===== config.mk =====
export PLATFORM = sky130hd
export DESIGN_NAME = debug_trigger
export DESIGN_NICKNAME = d
export VERILOG_FILES = /design/src/rtl/debug_trigger.sv
export SDC_FILE = /design/constraint.sdc
export NUM_CORES = 1
export LEC_CHECK = 0
export BUFFER_PORTS_ARGS = -buffer_cell sky130_fd_sc_hd__buf_2
export CORE_AREA = 4 4 302 304
export DETAILED_ROUTE_END_ITERATION = 12
export DIE_AREA = 0 0 306 308
export MAX_ROUTING_LAYER = met4
export PLACE_DENSITY = 0.42
export SYNTH_ARGS = -nofsm -noshare
export SYNTH_HDL_FRONTEND = slang
export SYNTH_SLANG_ARGS = --single-unit
export TNS_END_PERCENT = 100

===== constraint.sdc =====
create_clock -name clk -period 18.3 [get_ports clk]
set_input_delay 3.66 -clock clk [delete_from_list [all_inputs] [get_ports clk]]
set_output_delay 3.66 -clock clk [all_outputs]
set_load 0.02 [all_outputs]

===== src/rtl/debug_trigger.sv =====
// Two-stage mask/value trigger sequencer feeding a logic-analyser capture block.
// Stage A arms, stage B counts qualified matches, then one trigger pulse per enable session.
module debug_trigger #(
    parameter int N    = 128,
    parameter int CNTW = 16
) (
    input  logic            clk,
    input  logic            reset,
    input  logic [N-1:0]    indata,
    input  logic            enable,
    input  logic [N-1:0]    maska,
    input  logic [N-1:0]    valuea,
    input  logic [N-1:0]    maskb,
    input  logic [N-1:0]    valueb,
    input  logic            edgeb,
    input  logic [CNTW-1:0] count,
    output logic            trigger,
    output logic [N-1:0]    dataout,
    output logic [1:0]      state
);

    localparam logic [1:0] IDLE  = 2'd0;
    localparam logic [1:0] WAITA = 2'd1;
    localparam logic [1:0] WAITB = 2'd2;
    localparam logic [1:0] FIRED = 2'd3;

    logic [N-1:0]    din_reg;
    logic [N-1:0]    dout_reg;
    logic            mb_prev_reg;
    logic [1:0]      state_reg;
    logic [1:0]      state_next;
    logic [CNTW-1:0] cnt_reg;
    logic [CNTW-1:0] cnt_next;
    logic            trig_reg;
    logic            trig_next;

    logic [N-1:0]    miss_a;
    logic [N-1:0]    miss_b;
    logic            ma;
    logic            mb;
    logic            evb;
    logic [CNTW:0]   cnt_inc;
    logic            cnt_hit;
    logic            count_zero;

    // A bit "misses" when it is compared (mask=1) and differs from the value.
    generate
        for (genvar gi = 0; gi < N; gi++) begin : g_match
            assign miss_a[gi] = maska[gi] & (din_reg[gi] ^ valuea[gi]);
            assign miss_b[gi] = maskb[gi] & (din_reg[gi] ^ valueb[gi]);
        end
    endgenerate

    assign ma  = ~|miss_a;
    assign mb  = ~|miss_b;
    assign evb = mb & (~edgeb | ~mb_prev_reg);

    // One extra bit so count = all-ones is reachable without the compare wrapping.
    assign cnt_inc    = {1'b0, cnt_reg} + {{CNTW{1'b0}}, 1'b1};
    assign cnt_hit    = (cnt_inc == {1'b0, count});
    assign count_zero = (count == '0);

    always_comb begin
        state_next = state_reg;
        cnt_next   = cnt_reg;
        trig_next  = 1'b0;
        if (!enable) begin
            state_next = IDLE;
            cnt_next   = '0;
        end else begin
            case (state_reg)
                IDLE: begin
                    state_next = WAITA;
                end
                WAITA: begin
                    if (ma) begin
                        if (count_zero) begin
                            state_next = FIRED;
                            trig_next  = 1'b1;
                        end else begin
                            state_next = WAITB;
                            cnt_next   = '0;
                        end
                    end
                end
                WAITB: begin
                    if (evb) begin
                        // Saturate rather than wrap if count is lowered while armed.
                        cnt_next = cnt_inc[CNTW] ? cnt_reg : cnt_inc[CNTW-1:0];
                        if (cnt_hit) begin
                            state_next = FIRED;
                            trig_next  = 1'b1;
                        end
                    end
                end
                default: begin
                    state_next = state_reg;
                end
            endcase
        end
    end

    always_ff @(posedge clk or posedge reset) begin
        if (reset) begin
            din_reg     <= '0;
            dout_reg    <= '0;
            mb_prev_reg <= 1'b0;
            state_reg   <= IDLE;
            cnt_reg     <= '0;
            trig_reg    <= 1'b0;
        end else begin
            din_reg     <= indata;
            dout_reg    <= din_reg;
            mb_prev_reg <= mb;
            state_reg   <= state_next;
            cnt_reg     <= cnt_next;
            trig_reg    <= trig_next;
        end
    end

    assign trigger = trig_reg;
    assign dataout = dout_reg;
    assign state   = state_reg;

endmodule

==> reports/results.ini <==
[cts]
cts.repair.resized = 0
tritoncts = built
numCtsBuffers = 37
max-clock-path-buffers = 3
cts_post_setup_buffers_inserted = 0
clock_latency_ns = 0.57
clock-sinks = 276
post_cts_hold_buffer_count = 0
cts-root-buf = clkbuf_16
cts.clk_slew.worst_paths_ns = 0.06
cts-htree-levels = 2

[timing]
clock_skew_ns = 0.0283
unrepaired_setup_endpoints_after_global_routing = no
final_hold_viol_count = 0
final-max-slew-violation-count = 0
final_min_period_over_clock_period = 0.391
max_clock_freq_ghz = 0.140
final.min_clock_period_ns = 7.15
setup-tns-final_ns = 0
final-setup-viol-count = 0
worst_slew_pin_slew_ns = 1.34
maxSlewHeadroom = 0.105
worst_hold_slack_ns = 0.432

[cells_and_area]
final_net_count = 2366
leading_cell_types_in_the_layout_fill_and_taps_excluded = 790 x buf_2, 276 x dfrtp_1, 262 x xor2_1
layout.cells.most_common = buf_2
area.growth.synth_to_final_pct = 59.1
drive_gt1_frac = 0.505
final_design_area_no_fill_um2 = 18300
fill_cells = 9730

[synthesis]
synth_top_family_by_area = XOR/XNOR gates
synthesized_area_fraction_occupied_by_adder_cells = 0.00435
ys_ff_latch = 276
yosysUniqueCellTypes = 45
simple_gate_share_of_the_synthesized_area = 0.0537
synth-compound-area-share = 0.118
synth_warnings = 0
synth_mux_area_frac = 0.00500
synth.top_cells.by_area = dfrtp_1 60%, xor2_1 20%, a22oi_1 8.4%
netlist_instances = 872
yosys.area_share.xor_xnor = 0.212
synth.yosys.seq_area_share = 0.600
yosys.area.top_type_share = 0.600
post_synth_instance_area_um2 = 11500
mappedNetlistNets = 1536
yosysTopAreaCell = dfrtp_1
syn_avg_cell_area_um2 = 13.2

[die]
core_area_um2 = 88200
initial_utilization = 0.130
die_width_um = 306
io-pin-count = 791
placement_rows = 109
dieArea_um2 = 94200
die_height_um = 308

[place]
dpl.hpwl_mm = 69.4
gp_congestion = 1.07
placed_area_um2 = 17000
number_of_buffer_cells_added_on_primary_ports = 790

[setup_path]
crit-reg2reg-capture = cnt_reg[1]
timing.critical_path.slowest_cell_delay_ns = 0.69
critical_path.cell_chain = buf_2 -> xor2_1 -> a22oi_1 -> nand4_1 -> nor4_1 -> nand4_1 -> a21boi_0 -> a21oi_1 -> mux2_1
cp_max_fo = 15
worst_setup_start_kind = input port
r2r_cells = 8
most_used_cell_cp = nand4_1
crit_type = in2reg
worst_ep_required_time_ns = 18.73
crit_path_top_delay_cell = nor4_1
r2r-start = din_reg[71]
critical_path.endpoint = cnt_reg[1]
endpoint_kind = register
setup.reg_to_reg.worst_slack_ns = 13.77
cp-startpoint = valuea[126]
cp_data_arrival_time_ns = 7.58

[hold_path]
hold-path-cell-count = 0
min-delay-path-class = reg2reg

[route]
total_wirelength_mm = 78.4
dr.pass1.iters = 5
via_per_inst = 3.72
detail-route-antenna-nets = 0
initialDrtViolationCount = 582
drc_errors = 0
dr_total_vias = 10900
routed_wire_length_per_instance_um = 26.9

[grt]
overflow = 0
gr-usage-all-layers = 0.164
number_of_antenna_violations_at_the_first_check_in_global_routing = 42
grt_first_pass_wirelength_mm = 101
grt_pass1_vias = 12100
maximum_number_of_pins_on_one_net_before_global_route_repair = 107

[job]
maxCapViolCount = 0

[power]
largest_vdd_supply_drop_uv = 56.9
static-leakage-power_nw = 8.82
power_density_nw_per_um2 = 94.7

[status]
status = finished clean

## routing by layer
layer	GRT usage	wire [µm]	vias up
met3	0.0605	7710	97
li1	-	-	4850
met4	0.0488	2360	0
met5	-	0	-
met1	0.197	32400	5260
met2	0.258	36000	655
## final cells by class
cell class / count / area [µm²] / area share
repair buffers: 798 / 4010 / 0.219
flip-flops and latches: 276 / 6910 / 0.377
multi-input cells: 580 / 4540 / 0.248
clock inverters: 19 / 265 / 0.0145
inverters: 9 / 41.3 / 0.00226
well taps: 1165 / 1460 / 0.0796
clock buffers: 49 / 1020 / 0.0558
diodes: 24 / 60.1 / 0.00328
## power by group
part / internal [mW] / switching (mW) / total [mW] / leakage (nW)
logic: 0.114 / 0.174 / 0.288 / 4.94
registers: 0.641 / 0.0321 / 0.674 / 3.26
clock network: 0.468 / 0.304 / 0.772 / 0.622
## per-stage QoR
stage	worst slack [ns]	power (mW)	cells	util
after global routing	10.59	1.81	2916	0.207
after CTS	10.76	1.77	2896	0.207
final	11.15	1.73	2920	0.207
after global placement	9.66	0.979	2827	0.192
after detailed placement	10.17	0.981	2828	0.192
after floorplan	7.03	0.787	872	-
## worst min-delay path by stage
| stage | from | to | slack [ns] |
|---|---|---|---|
| 2_1_floorplan | din_reg[0] | dataout[0] | 0.41 |
| 3_3_place_gp | din_reg[18] | dataout[18] | 0.42 |
| 3_5_place_dp | din_reg[48] | dataout[48] | 0.42 |
| 4_1_cts | din_reg[23] | dataout[23] | 0.43 |
| 5_1_grt | din_reg[6] | dataout[6] | 0.44 |
| 6_report | din_reg[23] | dataout[23] | 0.43 |
## Yosys cell counts (all sizes together)
cell type and n:
nand4 40, o21a 1, a2111oi 3, a31o 3, nor2b 3, nor2 12, buf 4, xnor2 17
or3 4, clkbuf 3, inv 9, a32o 1, a31oi 1, ha 4, mux2 3, or2 1
o21ba 9, a2bb2oi 1, nor4b 2, o22a 1, o22ai 1, and3 5, dfrtp 276, a21oi 14
xor2 262, o21ai 16, or4 1, a22oi 128, nor4 12, nand3 8, o21bai 1, a21boi 1
o2111ai 1, mux2i 2, nor3 8, o31ai 1, a21o 1, nand2 12
## worst max-delay path, delay by kind of cell
kind | cells | cell delay, ns
mux | 1 | 0.45
xor+xnor | 1 | 0.21
simple gates | 3 | 1.68
buf+inv | 1 | 0.10
compound gates | 3 | 1.44
## cell families (layout without fill, tap and decap cells)
family          count (synthesis)  count (layout)
xor+xnor                      279             279
flops                         276             276
compound gates                184             184
simple gates                  108             108
buf+inv                        16             875
mux                             5               5
fa+ha+maj                       4               4
other cells                     0              24
No activity file was read; power rests on OpenSTA's default activity.
